<file path="config.mk">
export PLATFORM = sky130hd
export DESIGN_NAME = syn_branch_predictor
export DESIGN_NICKNAME = d
export VERILOG_FILES = /design/src/rtl/syn_branch_predictor_pkg.sv /design/src/rtl/syn_branch_predictor_sat_counter.sv /design/src/rtl/syn_branch_predictor.sv
export SDC_FILE = /design/constraint.sdc
export NUM_CORES = 1
export LEC_CHECK = 0
export ABC_AREA = 1
export CORE_ASPECT_RATIO = 1.2
export CORE_UTILIZATION = 40
export CTS_BUF_LIST = sky130_fd_sc_hd__clkbuf_16
export DETAILED_ROUTE_END_ITERATION = 8
export GPL_TIMING_DRIVEN = 0
export PLACE_DENSITY_LB_ADDON = 0.15
export SETUP_SLACK_MARGIN = 0.1
export SLEW_MARGIN = 30
export SYNTH_ARGS = -nofsm -noshare
export SYNTH_HDL_FRONTEND = slang
export SYNTH_SLANG_ARGS = --single-unit
</file>
<file path="constraint.sdc">
create_clock -name clk -period 2.78 [get_ports clk]
set_input_delay 0.556 -clock clk [delete_from_list [all_inputs] [get_ports clk]]
set_output_delay 0.556 -clock clk [all_outputs]
set_load 0.01 [all_outputs]
</file>
<file path="src/rtl/syn_branch_predictor_pkg.sv">
// rtl/syn_branch_predictor_pkg.sv - shared widths, counter init/threshold helpers and update ops
package syn_branch_predictor_pkg;

  localparam int unsigned ADDR_BIT_DEF = 10;
  localparam int unsigned IDX_BIT_DEF  = 4;
  localparam int unsigned CTR_BIT_DEF  = 2;
  localparam int unsigned STAT_BIT_DEF = 16;

  typedef enum logic [1:0] {
    OP_NONE,
    OP_INC,
    OP_DEC,
    OP_ALLOC
  } upd_op_e;

  // Weakly-taken value; also the threshold at which the MSB reads as "taken".
  function automatic int unsigned ctr_init_val(input int unsigned w);
    return 32'd1 << (w - 1);
  endfunction

endpackage

</file>
<file path="src/rtl/syn_branch_predictor_sat_counter.sv">
// rtl/syn_branch_predictor_sat_counter.sv - combinational saturating increment/decrement
module cmb_sat_counter #(
  parameter int unsigned W = 2
) (
  input  logic [W-1:0] val,
  input  logic         inc,
  input  logic         dec,
  output logic [W-1:0] nxt
);

  always_comb begin
    nxt = val;
    if (inc) begin
      if (val != {W{1'b1}}) nxt = val + W'(1);
    end else if (dec) begin
      if (val != '0) nxt = val - W'(1);
    end
  end

endmodule

</file>
<file path="src/rtl/syn_branch_predictor.sv">
// rtl/syn_branch_predictor.sv - direct-mapped BTB with saturating direction counters and stats
module syn_branch_predictor
  import syn_branch_predictor_pkg::*;
#(
  parameter int unsigned ADDR_BIT = ADDR_BIT_DEF,
  parameter int unsigned IDX_BIT  = IDX_BIT_DEF,
  parameter int unsigned CTR_BIT  = CTR_BIT_DEF,
  parameter int unsigned STAT_BIT = STAT_BIT_DEF
) (
  input  logic                clk,
  input  logic                rst_n,
  input  logic                en,
  input  logic                flush,
  input  logic [ADDR_BIT-1:0] pc,
  output logic                pred_taken,
  output logic [ADDR_BIT-1:0] pc_guessed,
  input  logic                upd_en,
  input  logic [ADDR_BIT-1:0] upd_pc,
  input  logic                upd_taken,
  input  logic [ADDR_BIT-1:0] upd_target,
  input  logic                upd_mispred,
  output logic [STAT_BIT-1:0] stat_lookups,
  output logic [STAT_BIT-1:0] stat_mispred
);

  localparam int unsigned DEPTH   = 1 << IDX_BIT;
  localparam int unsigned TAG_BIT = ADDR_BIT - IDX_BIT;
  localparam logic [CTR_BIT-1:0] CTR_INIT = CTR_BIT'(ctr_init_val(CTR_BIT));

  logic [DEPTH-1:0]    valid_q;
  logic [TAG_BIT-1:0]  tag_q [DEPTH];
  logic [ADDR_BIT-1:0] tgt_q [DEPTH];
  logic [CTR_BIT-1:0]  ctr_q [DEPTH];

  logic [IDX_BIT-1:0]  idx, upd_idx;
  logic [TAG_BIT-1:0]  upd_tag;
  logic                hit, upd_hit, accept;
  logic [CTR_BIT-1:0]  ctr_nxt;
  logic [STAT_BIT-1:0] lookups_nxt, mispred_nxt;
  upd_op_e             op;

  // Lookup sees only registered state, so a same-cycle update is never bypassed.
  assign idx        = pc[IDX_BIT-1:0];
  assign hit        = valid_q[idx] && (tag_q[idx] == pc[ADDR_BIT-1:IDX_BIT]);
  assign pred_taken = hit && ctr_q[idx][CTR_BIT-1];
  assign pc_guessed = pred_taken ? tgt_q[idx] : pc + ADDR_BIT'(1);

  assign upd_idx = upd_pc[IDX_BIT-1:0];
  assign upd_tag = upd_pc[ADDR_BIT-1:IDX_BIT];
  assign upd_hit = valid_q[upd_idx] && (tag_q[upd_idx] == upd_tag);
  assign accept  = en && upd_en && !flush;

  always_comb begin
    op = OP_NONE;
    if (accept) begin
      if (upd_hit)        op = upd_taken ? OP_INC : OP_DEC;
      else if (upd_taken) op = OP_ALLOC;
    end
  end

  cmb_sat_counter #(.W(CTR_BIT)) u_dir_ctr (
    .val (ctr_q[upd_idx]),
    .inc (op == OP_INC),
    .dec (op == OP_DEC),
    .nxt (ctr_nxt)
  );

  cmb_sat_counter #(.W(STAT_BIT)) u_stat_lookups (
    .val (stat_lookups),
    .inc (accept),
    .dec (1'b0),
    .nxt (lookups_nxt)
  );

  cmb_sat_counter #(.W(STAT_BIT)) u_stat_mispred (
    .val (stat_mispred),
    .inc (accept && upd_mispred),
    .dec (1'b0),
    .nxt (mispred_nxt)
  );

  always_ff @(posedge clk or negedge rst_n) begin
    if (!rst_n) begin
      valid_q      <= '0;
      stat_lookups <= '0;
      stat_mispred <= '0;
      for (int i = 0; i < int'(DEPTH); i++) begin
        tag_q[i] <= '0;
        tgt_q[i] <= '0;
        ctr_q[i] <= '0;
      end
    end else if (en) begin
      stat_lookups <= lookups_nxt;
      stat_mispred <= mispred_nxt;
      if (flush) begin
        valid_q <= '0;
      end else begin
        case (op)
          OP_INC: begin
            ctr_q[upd_idx] <= ctr_nxt;
            tgt_q[upd_idx] <= upd_target;
          end
          OP_DEC: ctr_q[upd_idx] <= ctr_nxt;
          OP_ALLOC: begin
            valid_q[upd_idx] <= 1'b1;
            tag_q[upd_idx]   <= upd_tag;
            tgt_q[upd_idx]   <= upd_target;
            ctr_q[upd_idx]   <= CTR_INIT;
          end
          default: ;
        endcase
      end
    end
  end

endmodule

</file>
# Yosys cells after proc, flatten, opt, wreduce, memory -nomap -nowiden
# Cells that the tools add are included.
dict set report totals {
  reg_bits 336
  latchBits 0
  ramBits 0
  romBits 0
  input_bits 37
  out_inout_bits 43
  elab_cells 139
  mem_count 0
}
dict set report classes {
  n_addsub 5
  multipliers 0
  div 0
  order_cmp 6
  eq_ne 8
  n_shift 0
  mux 42
  bitwise_logic 7
  reduce_logical 20
}
# op count
set ops {}
lappend ops {{bitwise mux 160 bit} 1}
lappend ops {{bitwise mux 96 bit} 1}
lappend ops {{one-hot mux 32 bit (2 select lines)} 1}
lappend ops {{binary-select mux 6 bit (select 4 bit)} 2}
lappend ops {{binary-select mux 10 bit (select 4 bit)} 1}
lappend ops {{demux 10 bit (select 4 bit)} 1}
lappend ops {{two-way mux 10 bit} 4}
lappend ops {{adder 16 x 1 -> 16 bit (second input constant)} 2}
lappend ops {{bitwise mux 32 bit} 1}
lappend ops {{two-way mux 16 bit} 2}
lappend ops {{inequality test 16 bit (second input constant)} 2}
lappend ops {{OR 16 bit} 2}
lappend ops {{two-way mux 6 bit} 5}
lappend ops {{two-way mux 2 bit} 13}
lappend ops {{demux 6 bit (select 4 bit)} 1}
lappend ops {{bitwise AND 16 bit} 1}
lappend ops {{binary-select mux 2 bit (select 4 bit)} 2}
lappend ops {{inverter 16 bit} 1}
lappend ops {{AND reduction 3 bit} 5}
lappend ops {{== test 6 bit} 2}
lappend ops {{adder 10 x 1 -> 10 bit (second input constant)} 1}
lappend ops {{>= comparator 5 bit (second input constant)} 2}
lappend ops {{< comparator 4 x 5 -> 1 bit (second input constant)} 2}
lappend ops {{inverter 4 -> 5 bit} 2}
lappend ops {{17 further kinds} 31}

# Longest topological paths before layout
dict set report logic_depth {
  word_depth 13
  mapped_depth 22
}

# Hierarchy
# A second synthesis with hierarchy kept.
dict set report hier_totals {
  cells_unflattened 2692
  hier_area_um2 19293.5
}
# mod n_inst cells_per_inst area_each_um2
set by_module_without_submodules {}
lappend by_module_without_submodules {syn_branch_predictor 1 2199 16943.8}
lappend by_module_without_submodules {{cmb_sat_counter at u_stat_lookups} 1 239 1156.1}
lappend by_module_without_submodules {{cmb_sat_counter at u_stat_mispred} 1 240 1131.1}
lappend by_module_without_submodules {{cmb_sat_counter at u_dir_ctr} 1 14 62.6}

# Worst setup path after synthesis
# OpenSTA, ideal clock, no wires.
dict set report synth_path {
  path_type {in2out}
  start {input port pc[1]}
  end {output port pc_guessed[2]}
  t_arrival_ns 2.407
  slack_ns -0.183
  cell_stages 12
  n_path_buf 3
  cell_sequence {clkbuf_1 clkbuf_1 o21ai_0 o21ai_0 nand2_1 a31o_2 nand2_1 nor2_1 nand3_1 inv_1 buf_2 o21ai_0}
}
dict set report synth_between {
  elab_chain_cells 8
}
# element line_no
set synth_lines {}
lappend synth_lines {{from (decl)} syn_branch_predictor.sv:14} ;# input logic [ADDR_BIT-1:0] pc,
lappend synth_lines {{inverter 4 -> 5 bit (not written as such)} {syn_branch_predictor.sv:44, syn_branch_predictor.sv:45}}
lappend synth_lines {{binary-select mux 6 bit (select 4 bit)} syn_branch_predictor.sv:44} ;# assign hit = valid_q[idx] && (tag_q[idx] == pc[ADDR_BIT-1:IDX_BIT]);
lappend synth_lines {{two-way mux 6 bit (not written as such) (2 in series)} syn_branch_predictor.sv:44}
lappend synth_lines {{== test 6 bit} syn_branch_predictor.sv:44}
lappend synth_lines {{logical AND 1 bit} syn_branch_predictor.sv:44}
lappend synth_lines {{logical AND 1 bit *} syn_branch_predictor.sv:45} ;# assign pred_taken = hit && ctr_q[idx][CTR_BIT-1];
lappend synth_lines {{net pred_taken} syn_branch_predictor.sv:15} ;# output logic pred_taken,
lappend synth_lines {{two-way mux 10 bit *} syn_branch_predictor.sv:46} ;# assign pc_guessed = pred_taken ? tgt_q[idx] : pc + ADDR_BIT'(1);
lappend synth_lines {{to (decl)} syn_branch_predictor.sv:16} ;# output logic [ADDR_BIT-1:0] pc_guessed,
# Mark *: on every way through the listed nets, which the timed path passes. The rest lies on a longest branch. The select of a mux whose other input is x is not followed.

# Worst setup path in the final report
dict set report layout_path {
  start {input port pc[0]}
  end {output port pc_guessed[1]}
}
dict set report layout_between {
  elab_chain_cells 8
}
# element line_no
set layout_lines {}
lappend layout_lines {{inverter 4 -> 5 bit (not written as such)} {syn_branch_predictor.sv:44, syn_branch_predictor.sv:45, syn_branch_predictor.sv:46}}
lappend layout_lines {{binary-select mux 6 bit (select 4 bit)} syn_branch_predictor.sv:44}
lappend layout_lines {{two-way mux 6 bit (not written as such) (2 in series)} syn_branch_predictor.sv:44}
lappend layout_lines {{== test 6 bit} syn_branch_predictor.sv:44}
lappend layout_lines {{logical AND 1 bit} syn_branch_predictor.sv:44}
lappend layout_lines {{logical AND 1 bit} syn_branch_predictor.sv:45}
lappend layout_lines {{two-way mux 10 bit *} syn_branch_predictor.sv:46}
# Mark *: on every way between the ends. The rest lies on a longest branch, timed or not. The select of a mux whose other input is x is not followed.

==> results.py <==
metrics = {
    "route": {
        "dr.first_iter.drc_count": 1632,
        "viasPerCell": 5.636,
        "wirelength_mm": 65.83,
        "wl_per_cell_um": 21.61,
        "ant_nets": 0,
        "drcViolationCount": 0,
        "first_pass_iters": 6,
        "vias": 17168,
    },
    "power_and_ir_drop": {
        "swShare_pct": 30.42,
        "clkPwrFrac_pct": 38.1,
        "vdd_ir_drop_max_mv": 0.5048,
        "seq_power_share_pct": 44.6,
        "pwr_density_cell_nw_per_um2": 595.2,
        "p_int_uw": 8976,
        "power.switching_uw": 3925,
        "comb_power_share_pct": 17.3,
        "p_leak_uw": 0.01007,
    },
    "final_layout": {
        "layout-drive-gt1-share_pct": 14.56,
        "final_area_um2": 21670,
        "utilization_pct": 51.53,
        "area_growth_pct": 26.01,
        "instances_no_fill": 3046,
        "antenna_cells": 0,
        "nets": 2513,
    },
    "placed_design": {
        "io_buffer_count": 77,
        "place_area_um2": 18830,
        "gp_congestion": 0.9630,
        "dpl.hpwl_mm": 45.97,
        "placed_cells": 2927,
    },
    "hold_path": {
        "hp-class": "in -> reg",
        "hp-start": "upd_pc[6]",
        "hold_depth": 3,
        "hold_end": "tag_q[62]",
    },
    "sta": {
        "relSlewSlack_pct": 46.88,
        "min_period_over_period_pct": 111.9,
        "fmax_ghz": 0.3216,
        "finClkSkew_ns": 0.01529,
        "rsz0062_at_grt": "true",
        "tightest_slew_ns": 0.7968,
        "setup_viol": 11,
        "finalCriticalPeriod_ns": 3.110,
        "drv_slew": 0,
        "hold_viol": 0,
        "fin_ws_ns": -0.3298,
        "tns_ns": -3.221,
    },
    "clock_network": {
        "clk_latency_ns": 0.57,
        "cts_tree": "yes",
        "root_buffer": "clkbuf_16",
        "clk_pin_slew_ns": 0.06,
        "h-tree-depth": 2,
        "cts_buffers": 39,
        "clk_path_buf_depth": 3,
        "clock_sinks": 336,
    },
    "yosys": {
        "syn_area_um2": 17200,
        "synth.area.top_cells": "dfrtp_1 49%, nand2_1 14%, o21ai_0 13%, nor2_1 4.9%, inv_1 3.5%",
        "synth-seq-cells": 336,
        "synth_top_area_share_pct": 48.88,
        "ys_types": 40,
        "syn_nets": 2340,
        "synth_flop_cell": "dfrtp_1",
        "postSynthCellCount": 2300,
        "synth_edf_count": 0,
        "syn-mean-instance-area_um2": 7.478,
        "yosysTopAreaCell": "dfrtp_1",
        "netlist_top_cells_count": "649 x nand2_1, 439 x o21ai_0, 336 x dfrtp_1",
        "yosysMostFrequentCell": "nand2_1",
        "ys_warn_count": 0,
        "async_reset_ff_share_pct": 100.0,
        "ys_seq_area_share_pct": 48.88,
    },
    "global_route": {
        "grt.total_usage_pct": 30.10,
        "grt_overflow_total": 0,
        "grt_pass1_wl_mm": 99.75,
        "grt_max_degree": 83,
        "antenna_found_initial": 0,
        "grt_pass1_vias": 16525,
    },
    "worst_setup_path": {
        "worstSetupStartpointType": "input port",
        "r2r_start": "tag_q[32]",
        "crit_required_ns": 2.22,
        "rrSetupSlack_ns": 0.08,
        "r2r_cells": 20,
        "r2r_end": "ctr_q[20]",
        "critPathMaxFanout": 10,
        "arrival_ns": 2.55,
        "endpoint_kind": "output port",
        "critPathKind": "in -> out",
    },
    "die": {
        "core_um2": 42070,
        "io_pins": 80,
        "rows": 82,
        "start_util_pct": 40.89,
        "dieArea_um2": 43840,
        "die_x_um": 191.3,
        "die_h_um": 229.2,
    },
    "status": {
        "violations": "negative setup slack",
        "status": "finished with violations",
    },
    "run": {
        "drv_cap": 0,
    },
}
## state kept, by name, summed over array words and instances, names as in the netlist
name,count
valid_q,16
tag_q,96
tgt_q,160
stat_mispred,16
ctr_q,32
stat_lookups,16
## worst max-delay path, stage by stage
cell and delay, ns:
buf_4 0.13, clkinv_4 0.08, clkbuf_16 0.18, clkbuf_16 0.18, clkbuf_16 0.17, clkbuf_4 0.21
o21ai_0 0.22, o221ai_2 0.16, nand3_1 0.20, nand3_1 0.15, nand2_1 0.11, nand2_1 0.05
buf_2 0.13
## layout by cell type (no fill, tap or decap), drive strengths merged, types with 10 or more instances in the layout
master         instances
nand2                650
o21ai                445
dfrtp                336
nor2                 231
inv                  168
clkbuf               147
a21oi                113
buf                  106
nand3                 93
clkdlybuf4s50         58
clkinv                28
xor2                  25
o22ai                 18
xnor2                 12
o211ai                11
nand4                 10
o221ai                10
## per-stage QoR
| step | setup slack [ns] | hold slack, ns | power [uW] |
|---|---|---|---|
| 3_3_place_gp | -14.20 | 0.4601 | 7705 |
| 3_5_place_dp | -2.289 | 0.4676 | 7759 |
| 5_1_grt | -0.4058 | 0.4353 | 13400 |
| 4_1_cts | -0.3481 | 0.4168 | 12790 |
| 2_1_floorplan | 0.1166 | 0.2604 | 6870 |
| 6_report | -0.3298 | 0.4220 | 12900 |
## repair_timing
action	4_1_cts	5_1_grt
setup endpoints to repair	305	153
buffers inserted	25	17
gates cloned	4	5
endpoints found under the hold margin	34	0
hold buffers	1	0
gates resized for setup	295	171
pin swaps	35	54
## routing by layer
metal  track usage (%)  wire [um]  vias to the layer above
met5                 0          0                        -
met4             19.49       4548                        0
met3             3.586       4841                      258
met2             48.45      31110                      830
met1             38.06      25340                     8230
li1                  -          -                     7850
## kinds of logic (layout without fill, tap and decap cells)
| logic type | after synthesis | after routing | synth area share (%) |
|---|---|---|---|
| AOI/OAI and AO/OA | 609 | 609 | 18.46 |
| and+or+nand+nor | 998 | 998 | 23.11 |
| xor gates and xnor gates | 37 | 37 | 1.884 |
| adders and majority gates | 3 | 3 | 0.2183 |
| DFF | 336 | 336 | 48.88 |
| buffers and inverters | 316 | 516 | 7.376 |
| muxes | 1 | 1 | 0.06546 |
## worst max-delay path by stage
stage	start	to	slack (ns)	cells past startpoint
floorplan	pc[0]	pc_guessed[3]	0.12	16
global placement	rst_n	tgt_q[66]	-14.20	1
detailed placement	pc[3]	pc_guessed[3]	-2.29	13
CTS	valid_q[7]	pc_guessed[9]	-0.35	16
global route	tag_q[32]	pc_guessed[1]	-0.41	16
finish	pc[0]	pc_guessed[1]	-0.33	13
## power groups by stage
stage | Clock, uW | Combinational, uW | Sequential, uW
3_5_place_dp | 0 | 1940 | 5820
5_1_grt | 5130 | 2460 | 5810
2_1_floorplan | 0 | 1120 | 5750
3_3_place_gp | 0 | 1880 | 5820
4_1_cts | 4960 | 2090 | 5740
6_report | 4910 | 2230 | 5760
## final cells by class
| cell class | instances | area (um2) |
|---|---|---|
| clock buffers | 40 | 1001 |
| plain buffers | 142 | 1150 |
| multi-input cells | 1648 | 8092 |
| fillers | 4188 | 20390 |
| flip-flops and latches | 336 | 8408 |
| well taps | 546 | 683.2 |
| repair buffers | 133 | 1450 |
| clock inverters | 28 | 167.7 |
| inverters | 173 | 723.2 |
Power figures use the tool's default switching activity.
